[config.mk]
export PLATFORM = sky130hd
export DESIGN_NAME = char_rom_status_flat
export DESIGN_NICKNAME = d
export VERILOG_FILES = /design/src/rtl/char_rom_status_if.sv /design/src/rtl/char_rom_status.sv /design/src/flat_wrapper.sv
export SDC_FILE = /design/constraint.sdc
export NUM_CORES = 1
export LEC_CHECK = 0
export CAP_MARGIN = 20
export CORE_UTILIZATION = 35
export CTS_BUF_LIST = sky130_fd_sc_hd__clkbuf_4 sky130_fd_sc_hd__clkbuf_8
export CTS_CLUSTER_SIZE = 14
export DETAILED_ROUTE_END_ITERATION = 16
export PLACE_DENSITY = 0.59
export SETUP_SLACK_MARGIN = 0.5
export SYNTH_ARGS = -nofsm -noshare
export SYNTH_HDL_FRONTEND = slang
export SYNTH_SLANG_ARGS = --single-unit
[constraint.sdc]
create_clock -name pclk -period 5.5 [get_ports pclk]
set_input_delay 0.55 -clock pclk [delete_from_list [all_inputs] [get_ports pclk]]
set_output_delay 0.55 -clock pclk [all_outputs]
set_load 0.005 [all_outputs]
[src/rtl/char_rom_status_if.sv]
// Bundle between the game logic and the status text ROM: grid read port,
// level/score sources with the update request, and conversion status.
interface char_rom_status_if #(
    parameter int COLS    = 16,
    parameter int ROWS    = 16,
    parameter int LEVEL_W = 4,
    parameter int SCORE_W = 16
);
    localparam int XY_W = $clog2(ROWS) + $clog2(COLS);

    logic [XY_W-1:0]    char_xy;
    logic [LEVEL_W-1:0] level;
    logic [SCORE_W-1:0] score;
    logic               update;
    logic [6:0]         char_code;
    logic               busy;
    logic               done;

    modport master (
        output char_xy, level, score, update,
        input  char_code, busy, done
    );

    modport slave (
        input  char_xy, level, score, update,
        output char_code, busy, done
    );
endinterface

[src/rtl/char_rom_status.sv]
// Status text ROM: "Level " / "Score " labels with decimal fields fed by a
// sequential double-dabble engine. Define CHAR_ROM_STATUS_LZB_EN for leading-zero blanking.
module char_rom_status #(
    parameter int COLS         = 16,
    parameter int ROWS         = 16,
    parameter int LEVEL_W      = 4,
    parameter int LEVEL_DIGITS = 2,
    parameter int SCORE_W      = 16,
    parameter int SCORE_DIGITS = 5
) (
    input  logic             pclk,
    input  logic             rst,
    char_rom_status_if.slave bus
);
    localparam int N         = (LEVEL_W > SCORE_W) ? LEVEL_W : SCORE_W;
    localparam int CNT_W     = $clog2(N + 1);
    localparam int ROW_W     = $clog2(ROWS);
    localparam int COL_W     = $clog2(COLS);
    localparam int LBCD_W    = 4 * LEVEL_DIGITS;
    localparam int SBCD_W    = 4 * SCORE_DIGITS;
    localparam int LABEL_LEN = 6;

    localparam logic [CNT_W-1:0] CNT_LAST  = CNT_W'(N - 1);
    localparam logic [ROW_W-1:0] ROW_LEVEL = ROW_W'(0);
    localparam logic [ROW_W-1:0] ROW_SCORE = ROW_W'(1);

    function automatic logic [31:0] dec_max(input int digits);
        logic [31:0] v;
        v = 32'd1;
        for (int i = 0; i < digits; i++) v = v * 32'd10;
        return v - 32'd1;
    endfunction

    localparam logic [31:0] LEVEL_MAX = dec_max(LEVEL_DIGITS);
    localparam logic [31:0] SCORE_MAX = dec_max(SCORE_DIGITS);

    function automatic logic [3:0] dabble_nib(input logic [3:0] nib);
        logic [3:0] r;
        if (nib >= 4'd5) r = nib + 4'd3;
        else             r = nib;
        return r;
    endfunction

    function automatic logic [6:0] label_char(input logic is_score, input logic [2:0] idx);
        logic [6:0] c;
        case ({is_score, idx})
            4'b0_000: c = 7'h4C;
            4'b0_001: c = 7'h65;
            4'b0_010: c = 7'h76;
            4'b0_011: c = 7'h65;
            4'b0_100: c = 7'h6C;
            4'b1_000: c = 7'h53;
            4'b1_001: c = 7'h63;
            4'b1_010: c = 7'h6F;
            4'b1_011: c = 7'h72;
            4'b1_100: c = 7'h65;
            default:  c = 7'h20;
        endcase
        return c;
    endfunction

    typedef enum logic [1:0] {
        S_IDLE   = 2'd0,
        S_CONV   = 2'd1,
        S_COMMIT = 2'd2
    } state_t;

    state_t             r_state, w_state_nxt;
    logic               r_pend, w_pend_nxt;
    logic               r_busy, w_busy_nxt;
    logic               r_done, w_done_nxt;
    logic               w_capture, w_shift, w_load;
    logic [CNT_W-1:0]   r_cnt;
    logic [N-1:0]       r_lvl_sh, r_scr_sh;
    logic               r_lvl_sat, r_scr_sat;
    logic [LBCD_W-1:0]  r_lvl_bcd, w_lvl_adj, w_lvl_bcd_nxt, r_lvl_disp;
    logic [SBCD_W-1:0]  r_scr_bcd, w_scr_adj, w_scr_bcd_nxt, r_scr_disp;
    logic [LEVEL_DIGITS-1:0] w_lvl_blank;
    logic [SCORE_DIGITS-1:0] w_scr_blank;
    logic [ROW_W-1:0]   w_row_bits;
    logic [COL_W-1:0]   w_col_bits;
    int                 w_col, w_lvl_idx, w_scr_idx;
    logic [3:0]         w_lvl_nib, w_scr_nib;
    logic               w_lvl_blk, w_scr_blk;
    logic [6:0]         w_code, r_char_code;

    // Control state, pending flag and registered status outputs.
    always_ff @(posedge pclk) begin
        if (rst) begin
            r_state <= S_IDLE;
            r_pend  <= 1'b0;
            r_busy  <= 1'b0;
            r_done  <= 1'b0;
        end else begin
            r_state <= w_state_nxt;
            r_pend  <= w_pend_nxt;
            r_busy  <= w_busy_nxt;
            r_done  <= w_done_nxt;
        end
    end

    // Next-state decode; digits are loaded on the CONV->COMMIT edge so they are visible while done is high.
    always_comb begin
        w_state_nxt = r_state;
        w_pend_nxt  = r_pend;
        w_busy_nxt  = 1'b0;
        w_done_nxt  = 1'b0;
        w_capture   = 1'b0;
        w_shift     = 1'b0;
        w_load      = 1'b0;
        case (r_state)
            S_IDLE: begin
                if (bus.update) begin
                    w_capture   = 1'b1;
                    w_busy_nxt  = 1'b1;
                    w_state_nxt = S_CONV;
                end else begin
                    w_state_nxt = S_IDLE;
                end
            end
            S_CONV: begin
                w_shift = 1'b1;
                if (bus.update) w_pend_nxt = 1'b1;
                else            w_pend_nxt = r_pend;
                if (r_cnt == CNT_LAST) begin
                    w_load      = 1'b1;
                    w_done_nxt  = 1'b1;
                    w_state_nxt = S_COMMIT;
                end else begin
                    w_busy_nxt  = 1'b1;
                    w_state_nxt = S_CONV;
                end
            end
            S_COMMIT: begin
                w_pend_nxt = 1'b0;
                if (r_pend || bus.update) begin
                    w_capture   = 1'b1;
                    w_busy_nxt  = 1'b1;
                    w_state_nxt = S_CONV;
                end else begin
                    w_state_nxt = S_IDLE;
                end
            end
            default: begin
                w_pend_nxt  = 1'b0;
                w_state_nxt = S_IDLE;
            end
        endcase
    end

    // One double-dabble step per field: add-3 on every nibble >= 5, then shift the next bit in.
    always_comb begin
        w_lvl_adj = r_lvl_bcd;
        w_scr_adj = r_scr_bcd;
        for (int k = 0; k < LEVEL_DIGITS; k++) w_lvl_adj[k*4 +: 4] = dabble_nib(r_lvl_bcd[k*4 +: 4]);
        for (int k = 0; k < SCORE_DIGITS; k++) w_scr_adj[k*4 +: 4] = dabble_nib(r_scr_bcd[k*4 +: 4]);
        w_lvl_bcd_nxt = LBCD_W'({w_lvl_adj, r_lvl_sh[N-1]});
        w_scr_bcd_nxt = SBCD_W'({w_scr_adj, r_scr_sh[N-1]});
    end

    // Conversion datapath and display registers.
    always_ff @(posedge pclk) begin
        if (rst) begin
            r_cnt      <= '0;
            r_lvl_sh   <= '0;
            r_scr_sh   <= '0;
            r_lvl_sat  <= 1'b0;
            r_scr_sat  <= 1'b0;
            r_lvl_bcd  <= '0;
            r_scr_bcd  <= '0;
            r_lvl_disp <= '0;
            r_scr_disp <= '0;
        end else begin
            if (w_capture) begin
                r_cnt     <= '0;
                r_lvl_sh  <= N'(bus.level);
                r_scr_sh  <= N'(bus.score);
                r_lvl_sat <= (32'(bus.level) > LEVEL_MAX);
                r_scr_sat <= (32'(bus.score) > SCORE_MAX);
                r_lvl_bcd <= '0;
                r_scr_bcd <= '0;
            end else if (w_shift) begin
                r_cnt     <= r_cnt + CNT_W'(1);
                r_lvl_sh  <= {r_lvl_sh[N-2:0], 1'b0};
                r_scr_sh  <= {r_scr_sh[N-2:0], 1'b0};
                r_lvl_bcd <= w_lvl_bcd_nxt;
                r_scr_bcd <= w_scr_bcd_nxt;
            end
            if (w_load) begin
                r_lvl_disp <= r_lvl_sat ? {LEVEL_DIGITS{4'h9}} : w_lvl_bcd_nxt;
                r_scr_disp <= r_scr_sat ? {SCORE_DIGITS{4'h9}} : w_scr_bcd_nxt;
            end
        end
    end

`ifdef CHAR_ROM_STATUS_LZB_EN
    // Zero digits above the first non-zero one are blanked; the units digit never is.
    always_comb begin
        logic seen_l, seen_s;
        w_lvl_blank = '0;
        w_scr_blank = '0;
        seen_l      = 1'b0;
        seen_s      = 1'b0;
        for (int k = LEVEL_DIGITS - 1; k > 0; k--) begin
            seen_l         = seen_l | (r_lvl_disp[k*4 +: 4] != 4'h0);
            w_lvl_blank[k] = ~seen_l;
        end
        for (int k = SCORE_DIGITS - 1; k > 0; k--) begin
            seen_s         = seen_s | (r_scr_disp[k*4 +: 4] != 4'h0);
            w_scr_blank[k] = ~seen_s;
        end
    end
`else
    assign w_lvl_blank = '0;
    assign w_scr_blank = '0;
`endif

    assign w_row_bits = bus.char_xy[ROW_W+COL_W-1:COL_W];
    assign w_col_bits = bus.char_xy[COL_W-1:0];
    assign w_col      = int'(w_col_bits);
    assign w_lvl_idx  = LEVEL_DIGITS - 1 - (w_col - LABEL_LEN);
    assign w_scr_idx  = SCORE_DIGITS - 1 - (w_col - LABEL_LEN);
    assign w_lvl_nib  = 4'(r_lvl_disp >> (4 * w_lvl_idx));
    assign w_scr_nib  = 4'(r_scr_disp >> (4 * w_scr_idx));
    assign w_lvl_blk  = 1'(w_lvl_blank >> w_lvl_idx);
    assign w_scr_blk  = 1'(w_scr_blank >> w_scr_idx);

    // Grid address to character map; digit columns run MSD first.
    always_comb begin
        w_code = 7'h20;
        if (w_row_bits == ROW_LEVEL) begin
            if (w_col < LABEL_LEN)                          w_code = label_char(1'b0, w_col_bits[2:0]);
            else if (w_col < LABEL_LEN + LEVEL_DIGITS)      w_code = w_lvl_blk ? 7'h20 : {3'b011, w_lvl_nib};
            else                                            w_code = 7'h20;
        end else if (w_row_bits == ROW_SCORE) begin
            if (w_col < LABEL_LEN)                          w_code = label_char(1'b1, w_col_bits[2:0]);
            else if (w_col < LABEL_LEN + SCORE_DIGITS)      w_code = w_scr_blk ? 7'h20 : {3'b011, w_scr_nib};
            else                                            w_code = 7'h20;
        end else begin
            w_code = 7'h20;
        end
    end

    // Registered read port.
    always_ff @(posedge pclk) begin
        if (rst) r_char_code <= 7'h20;
        else     r_char_code <= w_code;
    end

    assign bus.char_code = r_char_code;
    assign bus.busy      = r_busy;
    assign bus.done      = r_done;
endmodule
[src/flat_wrapper.sv]
// flat-port wrapper written by rule: the top's interface ports become plain ports
module char_rom_status_flat 
#(
    parameter int COLS         = 16,
    parameter int ROWS         = 16,
    parameter int LEVEL_W      = 4,
    parameter int LEVEL_DIGITS = 2,
    parameter int SCORE_W      = 16,
    parameter int SCORE_DIGITS = 5
)
  (pclk, rst, bus_char_xy, bus_level, bus_score, bus_update, bus_char_code, bus_busy, bus_done);
  char_rom_status_if #(.COLS(COLS), .ROWS(ROWS), .LEVEL_W(LEVEL_W), .SCORE_W(SCORE_W)) bus_i ();
  input  logic pclk;
  input  logic rst;
  input wire logic [$bits(bus_i.char_xy)-1:0] bus_char_xy;
  input wire logic [$bits(bus_i.level)-1:0] bus_level;
  input wire logic [$bits(bus_i.score)-1:0] bus_score;
  input wire logic [$bits(bus_i.update)-1:0] bus_update;
  output wire logic [$bits(bus_i.char_code)-1:0] bus_char_code;
  output wire logic [$bits(bus_i.busy)-1:0] bus_busy;
  output wire logic [$bits(bus_i.done)-1:0] bus_done;
  assign bus_i.char_xy = bus_char_xy;
  assign bus_i.level = bus_level;
  assign bus_i.score = bus_score;
  assign bus_i.update = bus_update;
  assign bus_char_code = bus_i.char_code;
  assign bus_busy = bus_i.busy;
  assign bus_done = bus_i.done;
  char_rom_status #(.COLS(COLS), .ROWS(ROWS), .LEVEL_W(LEVEL_W), .LEVEL_DIGITS(LEVEL_DIGITS), .SCORE_W(SCORE_W), .SCORE_DIGITS(SCORE_DIGITS)) u_core (.pclk(pclk), .rst(rst), .bus(bus_i));
endmodule
==> results.toml <==
[outcome]
status = "complete, no violations"

[setup_path]
reg2reg_depth = 6
ff2ff_setup_slack_ps = 3360
reg2reg_to = "u_core.r_scr_disp[15]"
cp-endpoint = "u_core.bus.char_code[3]"
timing.rr.start = "u_core.r_cnt[0]"
cp-end-kind = "flip-flop"
crit_arrival_ps = 3820
path_max_fanout = 11
cp-start-kind = "input port"
cp-startpoint = "bus_char_xy[1]"
path_class = "in2reg"
cp.required_ps = 5800

[layout]
fin_cells = 825
drive_gt1_frac = 0.0589
nFillCells = 1408
layout.nets = 703
area_growth_pct = 15.1
antenna_cells = 0

[clocking]
postCtsSetupRepairBufs = 0
cts-htree-levels = 3
tritoncts = "yes"
clkSinkCount = 104
ctsResizeCount = 0
cts_buffer_depth = 2
clk_pin_slew_worst_paths_ps = 90
cts.hold.buffers_added = 0
cts_root_buf = "clkbuf_8"
worstSkewPairLatency_ps = 380
cts_inserted_buffers = 9

[synthesis]
synthesis.area_um2 = 5080
synth_enable_flop_cells = 0
synthesis.nets = 683
synth.distinct_cells = 45
ys_seq_area_frac = 0.410
ys_top_cells_by_area = "dfxtp_1, a21oi_1, nand2_1"
synth_async_sr_flop_share = 0
synth_top_area_share = 0.410
synth_top_flop_cell = "dfxtp_1"
syn_area_per_cell_um2 = 8.19
synth-seq-cells = 104
ys_warn_count = 0
syn_inst = 620
yosysTopAreaCell = "dfxtp_1"

[global_route]
grt_first_pass_wirelength_um = 18400
grt_pass1_vias = 3968
grt_start_max_net_pins = 71
antenna_found_initial = 0
grt_usage = 0.154
grt-ovfl-total = 0

[route]
drt_pass1_iterations = 4
routed.top_layer = "met4"
vias = 4265
wl_met1_um = 5370
drt_iter0_markers = 340
wl_met3_um = 372
route.detailed.drc = 0
vias_per_cell = 5.17
wl_um = 10900
wl_met2_um = 5020
wire_per_inst_um = 13.2
drtAntennaViolNets = 0

[die]
core-area_um2 = 14000
fp.dieW_um = 122
start_util = 0.363
rows = 43
io_pins = 40
die_h_um = 122
die_area_um2 = 15000

[timing]
finalClockSkew_ps = 6.45
slew_violations = 0
finalSetupTns_ps = 0
rsz0062_at_grt = "no"
max_slew_margin = 0.366
worst_pin_slew_ps = 949
period_share = 0.639
final_hold_viol_count = 0
report.final.setup_viol = 0
hold_ws_ps = 456
fmax_mhz = 285
fin_crit_ps = 3510

[placed_design]
dp_cells = 809
gp_congestion = 0.776
dp_hpwl_um = 7330
numPortBuffers = 39

[power]
p_total_uw = 1490
powerDensity_nw_per_um2 = 255
peakVddDrop_mv = 0.106
cellLeakagePower_uw = 0.00200

[worst_hold_path]
worstHoldStart = "u_core.r_scr_disp[6]"
worstHoldPathType = "reg2reg"

[run]
maxCapViolCount = 0
state kept, by name, summed over array words and instances, names as in the netlist:
register              cells
u_core.r_cnt              5
u_core.r_lvl_disp         8
u_core.r_lvl_sh          16
u_core.bus.done           1
u_core.bus.char_code      7
u_core.r_pend             1
u_core.r_scr_disp        20
u_core.r_lvl_bcd          8
u_core.r_scr_bcd         20
u_core.r_state            2
u_core.r_scr_sh          16
synthesized netlist by cell type (3+ instances only):
cell	number
dfxtp_1	104
or4_1	5
buf_4	3
mux2_2	4
xnor2_1	9
mux4_2	4
inv_1	22
buf_2	4
clkbuf_1	27
nor3b_1	11
a211oi_1	18
nand2_1	116
nor3_1	7
nor2b_1	3
a221oi_1	4
ha_1	32
nand2b_1	12
xor2_1	3
a22oi_1	18
a21oi_1	96
o21a_1	3
nand3_1	10
mux2i_1	8
o21ai_0	16
o21ai_1	3
nor2_1	46
nand4_1	8
o211ai_1	3
placed cells by master, fill, tap and decap left out, types with 3 or more instances in the layout:
master / netlist / final
nand2_1: 116 / 116
dfxtp_1: 104 / 104
a21oi_1: 96 / 96
nor2_1: 46 / 46
clkdlybuf4s50_1: 0 / 38
ha_1: 32 / 32
inv_1: 22 / 22
a211oi_1: 18 / 18
a22oi_1: 18 / 18
o21ai_0: 16 / 16
nand2b_1: 12 / 12
nor3b_1: 11 / 11
clkbuf_8: 0 / 11
nand3_1: 10 / 10
xnor2_1: 9 / 9
nand4_1: 8 / 8
mux2i_1: 8 / 8
nor3_1: 7 / 7
or4_1: 5 / 5
mux2_2: 4 / 4
mux4_2: 4 / 4
a221oi_1: 4 / 4
buf_4: 3 / 4
o211ai_1: 3 / 3
o21a_1: 3 / 3
xor2_1: 3 / 3
o21ai_1: 3 / 3
metrics by stage:
stage	utilization	worst slack (ps)	instance area [um^2]
2_1_floorplan	-	2780	5080
5_1_grt	0.418	1780	5840
3_5_place_dp	0.401	1660	5610
4_1_cts	0.418	2050	5840
3_3_place_gp	0.398	1790	5570
6_report	0.418	1990	5840
how the worst min path moves through the flow:
stage                           end  slack [ps]  cells after the start
2_1_floorplan   u_core.r_lvl_sh[10]         430                      2
3_3_place_gp    u_core.r_lvl_sh[11]         440                      2
3_5_place_dp   u_core.r_scr_disp[6]         440                      2
4_1_cts        u_core.r_scr_disp[6]         460                      2
5_1_grt        u_core.r_scr_bcd[17]         480                      2
6_report       u_core.r_scr_disp[6]         460                      2
layout make-up:
| cell class | count | area, um^2 | share of cell area |
|---|---|---|---|
| clock buffers | 12 | 159 | 0.0272 |
| clock inverters | 4 | 73.8 | 0.0126 |
| inverters | 23 | 86.3 | 0.0148 |
| multi-input cells | 457 | 2760 | 0.473 |
| flip-flops and latches | 104 | 2080 | 0.356 |
| well taps | 180 | 225 | 0.0385 |
| repair buffers | 45 | 454 | 0.0777 |
where the power goes:
| part | internal, uW | leakage, uW | total (uW) | switching, uW |
|---|---|---|---|---|
| Combinational | 68.6 | 0.00104 | 168 | 99.7 |
| Clock | 287 | 0.000120 | 546 | 258 |
| Sequential | 768 | 0.000842 | 778 | 10.4 |
layer usage:
layer	track usage	vias up
met4	0.0434	0
met1	0.202	2012
met5	0	-
li1	-	2188
met3	0.0428	10
met2	0.246	55
cells by family after synthesis:
| family | count (synthesis) | synth area share |
|---|---|---|
| buffers and inverters | 59 | 0.0468 |
| DFF | 104 | 0.410 |
| and+or+nand+nor | 232 | 0.212 |
| adders and majority gates | 32 | 0.0789 |
| AOI/OAI and AO/OA | 165 | 0.189 |
| muxes | 16 | 0.0424 |
| xor gates and xnor gates | 12 | 0.0207 |
critical path, cell delays in order:
cell and delay, ps:
clkdlybuf4s50_1 670, ha_1 310, inv_1 60, ha_1 490
nand3_1 150, ha_1 300, nand4_1 110, or4_1 440
nor4_2 460, a21oi_1 130, a21oi_1 140
No activity file was read; power rests on OpenSTA's default activity.
